===== src/rtl/nine_segment_pkg.sv =====
// Shared constants and pin-to-segment mapping for the 3x3 common-anode
// nine-segment interface (driver and receive-side decoder).
package nine_segment_pkg;

   localparam int SEG_W = 9;
   localparam int ROW_N = 3;
   localparam int COL_N = 3;

   // Bit position of the segment lit by (row, col).
   function automatic int unsigned seg_index(input int unsigned row,
                                             input int unsigned col);
      return COL_N * row + col;
   endfunction

endpackage


===== src/rtl/nine_segment_frame_filter.sv =====
// Stability filter: publishes a frame candidate only after it has been seen
// STABLE_FRAMES times in a row, and only when it differs from what is shown.
module nine_segment_frame_filter
   import nine_segment_pkg::*;
#(
   parameter int STABLE_FRAMES = 2
) (
   input  logic             clk,
   input  logic             reset,
   input  logic [SEG_W-1:0] frame_i,
   input  logic             strobe_i,
   output logic [SEG_W-1:0] segments_o,
   output logic             update_o
);

   localparam int MCNT_W = $clog2(STABLE_FRAMES + 1);
   localparam logic [MCNT_W-1:0] MCNT_MAX = MCNT_W'(STABLE_FRAMES);

   logic [SEG_W-1:0]  prev_q, prev_d;
   logic [SEG_W-1:0]  seg_q, seg_d;
   logic [MCNT_W-1:0] mcnt_q, mcnt_d;
   logic              update_q, update_d;

   // Match counting against the previous frame and publish decision.
   always_comb begin
      prev_d   = prev_q;
      mcnt_d   = mcnt_q;
      seg_d    = seg_q;
      update_d = 1'b0;
      if (strobe_i) begin
         if (frame_i == prev_q) begin
            if (mcnt_q != MCNT_MAX) mcnt_d = mcnt_q + 1'b1;
         end else begin
            prev_d = frame_i;
            mcnt_d = MCNT_W'(1);
         end
         if ((mcnt_d == MCNT_MAX) && (frame_i != seg_q)) begin
            seg_d    = frame_i;
            update_d = 1'b1;
         end
      end
   end

   // Filter state registers.
   always_ff @(posedge clk) begin
      if (reset) begin
         prev_q   <= '0;
         mcnt_q   <= '0;
         seg_q    <= '0;
         update_q <= 1'b0;
      end else begin
         prev_q   <= prev_d;
         mcnt_q   <= mcnt_d;
         seg_q    <= seg_d;
         update_q <= update_d;
      end
   end

   assign segments_o = seg_q;
   assign update_o   = update_q;

endmodule


===== src/rtl/six_pin_to_nine_segment.sv =====
// Receive-side decoder for the 3x3 row-scanned pin interface: registers the
// pins, ORs each single-row cycle into a frame over a free-running window and
// hands each completed frame to the stability filter.
module six_pin_to_nine_segment
   import nine_segment_pkg::*;
#(
   parameter int FRAME_CYCLES  = 3,
   parameter int STABLE_FRAMES = 2
) (
   input  logic             clk,
   input  logic             reset,
   input  logic [ROW_N-1:0] rows,
   input  logic [COL_N-1:0] cols,
   output logic [SEG_W-1:0] segments,
   output logic             frame_done,
   output logic             update,
   output logic             conflict
);

   localparam int WCNT_W = (FRAME_CYCLES > 1) ? $clog2(FRAME_CYCLES) : 1;
   localparam logic [WCNT_W-1:0] WCNT_LAST = WCNT_W'(FRAME_CYCLES - 1);

   logic [ROW_N-1:0]  rows_q;
   logic [COL_N-1:0]  cols_q;
   logic              conflict_q;
   logic              frame_done_q;
   logic [WCNT_W-1:0] wcnt_q, wcnt_d;
   logic [SEG_W-1:0]  acc_q, acc_d;
   logic [SEG_W-1:0]  contrib;
   logic [SEG_W-1:0]  frame_cand;
   logic              one_row;
   logic              win_end;

   // A sampled cycle only counts when exactly one row is driven.
   assign one_row = ($countones(rows_q) == 1);

   for (genvar r = 0; r < ROW_N; r++) begin : g_row
      localparam int unsigned BASE = seg_index(r, 0);
      assign contrib[BASE +: COL_N] = (one_row && rows_q[r]) ? ~cols_q : '0;
   end

   assign win_end    = (wcnt_q == WCNT_LAST);
   assign frame_cand = acc_q | contrib;

   // Window counter wrap and accumulator clear at the window end.
   always_comb begin
      wcnt_d = wcnt_q + 1'b1;
      acc_d  = frame_cand;
      if (win_end) begin
         wcnt_d = '0;
         acc_d  = '0;
      end
   end

   // Pin sampling, conflict detection on raw pins, window state.
   always_ff @(posedge clk) begin
      if (reset) begin
         rows_q       <= '0;
         cols_q       <= '0;
         conflict_q   <= 1'b0;
         frame_done_q <= 1'b0;
         wcnt_q       <= '0;
         acc_q        <= '0;
      end else begin
         rows_q       <= rows;
         cols_q       <= cols;
         conflict_q   <= ($countones(rows) > 1);
         frame_done_q <= win_end;
         wcnt_q       <= wcnt_d;
         acc_q        <= acc_d;
      end
   end

   nine_segment_frame_filter #(
      .STABLE_FRAMES(STABLE_FRAMES)
   ) u_filter (
      .clk       (clk),
      .reset     (reset),
      .frame_i   (frame_cand),
      .strobe_i  (win_end),
      .segments_o(segments),
      .update_o  (update)
   );

   assign frame_done = frame_done_q;
   assign conflict   = conflict_q;

endmodule


===== config.mk =====
export PLATFORM = sky130hd
export DESIGN_NAME = six_pin_to_nine_segment
export DESIGN_NICKNAME = d
export VERILOG_FILES = /design/src/rtl/nine_segment_pkg.sv /design/src/rtl/nine_segment_frame_filter.sv /design/src/rtl/six_pin_to_nine_segment.sv
export SDC_FILE = /design/constraint.sdc
export NUM_CORES = 1
export LEC_CHECK = 0
export ABC_AREA = 1
export CORE_AREA = 2 2 67 69
export CTS_CLUSTER_SIZE = 14
export DETAILED_ROUTE_END_ITERATION = 8
export DIE_AREA = 0 0 69 71
export GPL_TIMING_DRIVEN = 0
export HOLD_SLACK_MARGIN = 0.12
export PLACE_DENSITY = 0.71
export SETUP_SLACK_MARGIN = 0.05
export SLEW_MARGIN = 20
export SYNTH_ARGS = -nofsm -noshare
export SYNTH_HDL_FRONTEND = slang
export SYNTH_SLANG_ARGS = --single-unit

===== constraint.sdc =====
create_clock -name clk -period 1.99 [get_ports clk]
set_input_delay 0.4975 -clock clk [delete_from_list [all_inputs] [get_ports clk]]
set_output_delay 0.4975 -clock clk [all_outputs]
set_load 0.02 [all_outputs]

==> results.py <==
metrics = {
    "clock_network": {
        "cts-root-buf": "clkbuf_8",
        "cts.sinks": 40,
        "cts_tree": "done",
        "clkLatencyLatePin_ps": 290,
        "htree_levels": 2,
        "clk_pin_slew_ps": 70,
        "cts_buffer_depth": 2,
        "cts_buffers": 5,
    },
    "setup_path": {
        "start_kind": "register",
        "cp.arrival_ps": 2580,
        "reg2reg_slack_ps": -390,
        "critical_path.endpoint_type": "register",
        "rr_worst_depth": 15,
        "required_ps": 2180,
        "path_class": "reg2reg",
        "path_max_fanout": 6,
    },
    "logic_synthesis": {
        "ys_types": 27,
        "async_flop_share_pct": 0,
        "netlist_instances": 277,
        "avgSynthCellArea_um2": 7.23,
        "synth.area.top_cells": "dfxtp_1, inv_1, nand2_1, nor2_1, nand3_1",
        "seq_area_frac_synth_pct": 40.0,
        "ys_ff_latch": 40,
        "yosysWarnings": 0,
        "synth_edf_count": 0,
        "yosysMostFrequentCell": "inv_1",
        "synth_top_flop_cell": "dfxtp_1",
        "syn_nets": 289,
        "synth_area_mm2": 0.00200,
        "yosys.area.top_type": "dfxtp_1",
        "synth_top_area_share_pct": 40.0,
        "synth_common_cells": "inv_1, nand2_1, nor2_1",
    },
    "timing": {
        "timing.final.crit_share_pct": 120,
        "layout_setup_ws_ps": -394,
        "finalMaxSlewViolations": 0,
        "fmax_mhz": 419,
        "final-hold-violation-count": 0,
        "worstMarginPinSlew_ps": 474,
        "period_minus_slack_ps": 2380,
        "rsz0062_at_grt": "true",
        "finalSetupViolations": 20,
        "skew_ps": 4.08,
        "relSlewSlack_pct": 68.4,
    },
    "outcome": {
        "status": "complete, but fails checks",
        "violations": "negative setup slack",
    },
    "final_layout": {
        "nets": 336,
        "multiInputGateArea_mm2": 0.00117,
        "diodes": 0,
        "register_area_um2": 805,
        "drive_gt1_share_pct": 30.8,
        "fillCellCount": 358,
        "final_core_util_pct": 64.7,
        "area_growth_pct": 35.9,
    },
    "pwr": {
        "p_seq_share_pct": 41.4,
        "switching_share_pct": 34.7,
        "p_comb_share_pct": 32.7,
        "power.total_mw": 2.16,
        "p_leak_nw": 1.19,
        "p_int_mw": 1.41,
        "power.share.clock_pct": 25.9,
        "power.switching_mw": 0.751,
        "p_per_area_mw_per_mm2": 795,
        "ir_drop_v": 0.000469,
    },
    "floorplanning": {
        "die_h_um": 71,
        "io_pins": 20,
        "start_util_pct": 47.6,
        "chipWidth_um": 69,
        "core_area_mm2": 0.00420,
        "dieArea_mm2": 0.00490,
        "rows": 24,
    },
    "place": {
        "dp_hpwl_mm": 3.16,
        "gp_congestion": 0.856,
        "port_buffers": 18,
        "pre_cts_ws_ps": -565,
    },
    "global_routing": {
        "antenna_found_initial": 0,
        "grt_use_met2_pct": 39.0,
        "grt_start_max_net_pins": 13,
        "grt_pass1_vias": 1871,
        "grt_overflow": 0,
        "grt_pass1_wl_mm": 8.55,
        "gr-max-usage-layer": "met2",
        "grtUsageMet3_pct": 4.99,
        "grtUsageMet1_pct": 26.2,
        "grt_usage_pct": 22.1,
    },
    "hold_path": {
        "hold_path_depth": 1,
        "hold_path_class": "reg2reg",
    },
    "drt": {
        "dr.pass1.iters": 4,
        "wire_per_inst_um": 13.4,
        "viasPerCell": 4.92,
        "drtIter0Drc": 107,
        "ant_nets": 0,
        "vias": 1855,
        "wirelength_mm": 5.04,
        "drc": 0,
    },
    "job": {
        "maxCapViolCount": 0,
    },
}
## power groups by stage
stage | registers (mW) | logic [mW] | clock network (mW)
final | 0.896 | 0.708 | 0.560
after global routing | 0.903 | 0.770 | 0.602
after CTS | 0.894 | 0.666 | 0.580
after detailed placement | 0.912 | 0.543 | 0
after global placement | 0.910 | 0.536 | 0
after floorplan | 0.910 | 0.438 | 0
## metal layers
metal | vias up | part of all wire, %
li1 | 942 | -
met1 | 850 | 42
met2 | 50 | 50
met3 | 13 | 5.2
met4 | 0 | 2.8
met5 | - | 0
## logic make-up after synthesis
family	share of synthesized area, %
simple gates	37.4
buf+inv	11.9
flops	40.0
compound gates	7.37
fa+ha+maj	2.87
xor+xnor	0.437
## placed cells by master, fill, tap and decap left out, drive strengths merged
cell	netlist	final
xor2	1	1
o22ai	2	2
a21oi	7	7
nand2	62	62
fa	1	1
nor2	52	54
ha	3	3
clkinv	0	3
nand4	2	2
o21ai	14	14
nand3	28	28
buf	2	22
clkdlybuf4s50	0	18
nand3b	5	5
inv	55	54
nor3	1	1
dfxtp	40	40
clkbuf	2	8
## flip-flops by register name, indices dropped and copies added, names as in the netlist
register             cells
acc_q                    9
u_filter.segments_o      9
cols_q                   3
u_filter.update_o        1
conflict                 1
rows_q                   3
frame_done               1
u_filter.mcnt_q          2
u_filter.prev_q          9
wcnt_q                   2
## critical path, stage by stage, from the launching register on
cell and delay [ps]:
dfxtp_2 340, inv_2 40, fa_2 590, clkinv_4 100
nand2_4 100, nor2_4 50, nand2_2 60, nand3_1 80
nand2_1 120, nand3_4 80, nor2_4 170, nand2_4 110
nor2_4 210, nand3_1 110, nand2_1 70, nor2_1 40
## path summary, 6_finish.rpt
check	start	end
setup / recovery	rows_q[1]	u_filter.segments_o[2]
hold / removal	wcnt_q[0]	wcnt_q[0]
setup reg to reg	rows_q[1]	u_filter.segments_o[2]
hold reg to reg	wcnt_q[0]	wcnt_q[0]
## per-stage QoR
stage	TNS [ps]	instance area, µm²	std cells	hold slack [ps]
floorplan	-2550	2030	277	393
global placement	-9570	2270	347	402
detailed placement	-9380	2270	347	407
CTS	-5600	2670	376	417
global route	-9180	2720	377	438
finish	-6780	2720	377	419
## final cells by class
type,count,area share (%)
plain buffers,4,1.24
clock buffers,6,3.03
clock inverters,2,0.368
inverters,55,7.77
multi-input cells,180,43.1
flip-flops and latches,40,29.6
well taps,52,2.39
repair buffers,38,12.6
## repair_timing
| item | 4_1_cts | 5_1_grt |
|---|---|---|
| buffers inserted | 19 | 2 |
| cloned | 2 | 0 |
| hold buffers | 0 | 0 |
| endpoints found under the hold margin | 0 | 0 |
| setup endpoints to repair | 20 | 29 |
| pin swaps | 27 | 3 |
| gates resized for setup | 38 | 15 |
Note: power is estimated with default switching activity, not from simulation.
==> edit 1 (config.mk and constraints unchanged) <==
Set the parameter `FRAME_CYCLES` to 2 (it was 3).
--- a/src/rtl/six_pin_to_nine_segment.sv
+++ b/src/rtl/six_pin_to_nine_segment.sv
@@ -4,7 +4,7 @@
 module six_pin_to_nine_segment
    import nine_segment_pkg::*;
 #(
-   parameter int FRAME_CYCLES  = 3,
+   parameter int FRAME_CYCLES  = 2,
    parameter int STABLE_FRAMES = 2
 ) (
    input  logic             clk,
Behaviour: not the same (Yosys sat finds a counterexample within 4 cycles, from zero or initial values and one cycle with reset high).
==> edit 1 against the unedited design <==
- design area shrank 7.4%
- setup slack lost 0.035 ns
- sequential power decreased by 5.9%
- sequential cell count fell by 1
- synthesized area is 6.7% lower
- die area unchanged
- critical endpoint is now u_filter.segments_o[3]
- the flow still finishes with violations (setup timing)
- combinational power down 33%
- final cell count decreased by 2.4%
- via count decreased by 3.5%
- routed wire length shrank 5.0%
- critical path depth shrank 1
- highest routed layer unchanged
- total power decreased by 12%
- global-route usage down 2.6 points
- largest cell class unchanged
==> edit 1: results <==
detailed_routing:
  wl_met1_mm: 2.09
  wl_met3_um: 253
  vias: 1790
  wl_met2_mm: 2.35
  drt-total-wl_mm: 4.79
  drt-initial-drc-count: 93
finish:
  drive_gt1_share_pct: 21.2
  seq-cell-share_pct: 31.1
  multi_input_area_share_pct: 40.7
  fillers: 392
  buffers: 33
  ff_latch_area_um2: 785
  clk_share_pct: 3.97
  num-nonclk-inverters: 60
  clock_buffers: 8
timing:
  finalSetupTns_ns: -7.75
  clock_skew_ns: 0.00304
  hold_ws_ns: 0.473
  finalSetupViolCount: 20
  tightest_slew_ns: 0.572
  fin_ws_ns: -0.428
min_path:
  hp-start: "u_filter.prev_q[6]"
  hold_depth: 2
setup_path:
  reg2reg_to: "u_filter.segments_o[3]"
  cp_slowest_cell: "fa_1"
  cp_slowest_stage_delay_ns: 0.48
  worstPathArrival_ns: 2.62
global_routing:
  grt_pass1_vias: 1614
  grt_usage_pct: 19.5
  grt_max_degree: 12
  use_met3_pct: 4.70
  met1_usage_pct: 23.9
  grt_pass1_wl_mm: 7.33
cts:
  post-cts-setup-buffers: 5
  clock_sinks: 39
  post_cts_resized: 17
place:
  placement.setup.worst_slack_ns: -0.463
  hpwl_mm: 3.03
  routabilityCongestion: 0.856
  placed_area_mm2: 0.00214
  io_buffers: 19
synth:
  ys_top_cells_by_count: "59 x inv_1, 56 x nand2_1, 45 x nor2_1, 39 x dfxtp_1, 24 x nand3_1"
  synthAdderAreaFrac_pct: 2.41
  synth_nets: 287
  synth_xor_area_share_pct: 0.938
  ys_seq_area_share_pct: 41.8
  synth_area_leaders: "dfxtp_1 42%, inv_1 12%, nand2_1 11%, nor2_1 9.0%, nand3_1 6.4%"
  yosysWarningCount: 0
run_status:
  violations: "setup timing"
  status: "finished, violations left"
pwr:
  p_leak_uw: 0.00107
  ir_drop_mv: 0.481
  p_int_uw: 1310
[edit 1: cell count changes in the layout (fill, tap and decap cells not counted), sizes merged]
cell / before / now
nand3: 28 / 26
nand3b: 5 / 2
buf: 22 / 11
clkinv: 3 / 0
dfxtp: 40 / 39
xnor2: 0 / 1
clkbuf: 8 / 11
nand4: 2 / 3
ha: 3 / 2
inv: 54 / 60
clkdlybuf4s50: 18 / 19
[edit 1: cell families (layout without fill, tap and decap cells)]
group / Yosys count / after routing
adders and majority gates: 3 / 3
and+or+nand+nor: 145 / 148
xor gates and xnor gates: 2 / 2
AOI/OAI and AO/OA: 23 / 23
DFF: 39 / 39
buffers and inverters: 64 / 101
[edit 1: power by group through the flow]
stage / Combinational [µW] / Clock, µW / Sequential, µW
after floorplan: 244 / 0 / 859
after global placement: 320 / 0 / 858
after detailed placement: 328 / 0 / 860
after CTS: 399 / 603 / 841
after global routing: 520 / 633 / 847
final: 475 / 586 / 843
==> edit 2 (config.mk and constraints unchanged) <==
Without the edit above. Register the inputs `rows` and `cols` before use, without a reset. The logic sees them one clock later.
--- a/src/rtl/six_pin_to_nine_segment.sv
+++ b/src/rtl/six_pin_to_nine_segment.sv
@@ -19,6 +19,14 @@
 
    localparam int WCNT_W = (FRAME_CYCLES > 1) ? $clog2(FRAME_CYCLES) : 1;
    localparam logic [WCNT_W-1:0] WCNT_LAST = WCNT_W'(FRAME_CYCLES - 1);
+
+   logic [ROW_N-1:0] rows_r;
+   logic [COL_N-1:0] cols_r;
+
+   always_ff @(posedge clk) begin
+      rows_r <= rows;
+      cols_r <= cols;
+   end
 
    logic [ROW_N-1:0]  rows_q;
    logic [COL_N-1:0]  cols_q;
@@ -62,9 +70,9 @@
          wcnt_q       <= '0;
          acc_q        <= '0;
       end else begin
-         rows_q       <= rows;
-         cols_q       <= cols;
-         conflict_q   <= ($countones(rows) > 1);
+         rows_q       <= rows_r;
+         cols_q       <= cols_r;
+         conflict_q   <= ($countones(rows_r) > 1);
          frame_done_q <= win_end;
          wcnt_q       <= wcnt_d;
          acc_q        <= acc_d;
Function: changed (a bounded check fails within 4 cycles, from zero or initial values and one cycle with reset high).
==> edit 2 against the unedited design <==
- the flow still finishes with violations (setup timing)
- non-clock buffer count decreased by 2
- setup slack got worse by 0.016 ns
- design area increased by 1.9%
- global-route usage decreased by 2.8 points
- total power increased by 17%
- sequential cell count increased by 6
- synthesized area increased by 1.5%
- synthesized cell count increased by 2.2%
- routed wire length decreased by 4.9%
- die area unchanged
- largest power group unchanged
==> edit 2: results <==
pwr:
  ir_drop_mv: 0.443
  p_leak_uw: 0.00120
detailed_routing:
  drt-initial-drc-count: 69
  avgViaCountPerCell: 4.93
  vias: 1880
  wire_per_inst_um: 12.6
setup_path:
  worstPathArrival_ns: 2.60
  worstRegToRegCells: 14
  cp-endpoint: "u_filter.segments_o[4]"
  cp_max_fo: 7
synth:
  ys_top_cells_by_count: "57 x nand2_1, 53 x inv_1, 46 x dfxtp_1, 46 x nor2_1, 23 x nand3_1"
  synth_area_per_cell_um2: 7.18
  ys_types: 26
  ys_seq_area_share_pct: 45.3
  synth_area_leaders: "dfxtp_1 45%, nand2_1 11%, inv_1 9.8%, nor2_1 8.5%, nand3_1 5.7%"
timing:
  fin_ws_ns: -0.410
  finalSetupViolCount: 20
  clock_skew_ns: 0.00589
  tightest_slew_ns: 0.533
  finalSetupTns_ns: -7.14
run_status:
  violations: "setup timing"
  status: "finished, violations left"
global_routing:
  grt_pass1_vias: 1573
  use_met3_pct: 4.70
  grt_pass1_wl_mm: 7.41
  grt_max_degree: 15
  met1_usage_pct: 24.5
  grt_use_met2_pct: 30.6
  grt_usage_pct: 19.3
place:
  hpwl_mm: 2.98
  place_inst: 353
  placed_area_mm2: 0.00229
  routabilityCongestion: 0.810
finish:
  nets: 340
  drive_gt1_share_pct: 25.2
-- edit 2: cell count changes after synthesis, sizes merged --
cell    change
nand3b      +2
nor2        -1
nand2       +4
nand3       -4
inv         -1
nand4       +1
o21ai       -1
dfxtp       +6
-- edit 2: worst min-delay path by stage --
stage | from | to | slack (ns) | cells after the start
4_1_cts | cols_r[2] | cols_q[2] | 0.41 | 2
2_1_floorplan | cols_r[0] | cols_q[0] | 0.39 | 2
6_report | cols_r[2] | cols_q[2] | 0.41 | 2
3_3_place_gp | cols_r[0] | cols_q[0] | 0.39 | 2
5_1_grt | rows_r[1] | rows_q[1] | 0.44 | 2
3_5_place_dp | cols_r[2] | cols_q[2] | 0.39 | 2
-- edit 2: area by class of cell --
type	instances	area (µm²)
clock buffer	6	82.6
multi-input combinational	181	1080
inverter	54	205
tap	52	65.1
clock inverter	2	60.1
buffer	4	28.8
sequential	46	925
timing repair buffer	36	332
fill	348	1430
-- edit 2: worst max-delay path: stages, from the launching register on --
cell	delay, ns
dfxtp_2	0.35
inv_2	0.04
fa_2	0.48
inv_4	0.13
nand4_1	0.21
nand2_2	0.18
nand2_1	0.07
nand2_1	0.08
nand3_2	0.08
nor2_4	0.16
nand2_4	0.11
nor2_4	0.21
nand3_2	0.10
nand2_1	0.07
nor2_1	0.04
-- edit 2: routing by layer --
metal / routed length [µm] / vias to the layer above
met4: 155 / 0
met2: 2230 / 36
li1: - / 959
met3: 179 / 15
met5: 0 / -
met1: 2230 / 870
-- edit 2: power by group through the flow --
stage	combinational, µW	sequential [µW]	clock [µW]
final	658	1020	852
after global routing	711	1030	907
after CTS	592	1020	864
after detailed placement	452	1040	0
after global placement	441	1040	0
after floorplan	353	1040	0
-- edit 2: cell families (layout without fill, tap and decap cells) --
| family | count (synthesis) | after routing | synth area share (%) |
|---|---|---|---|
| buffers and inverters | 58 | 102 | 11.1 |
| AND/OR/NAND/NOR | 152 | 154 | 34.2 |
| XOR/XNOR | 1 | 1 | 0.431 |
| adder cells (fa/ha/maj) | 4 | 4 | 2.83 |
| AO/OA/AOI/OAI | 22 | 22 | 6.09 |
| flip-flops | 46 | 46 | 45.3 |
-- edit 2: what timing repair did --
item	4_1_cts	5_1_grt
cloned	2	0
gates resized for setup	31	20
setup buffers	9	9
pin swaps	24	24
endpoints found under the setup margin	20	28
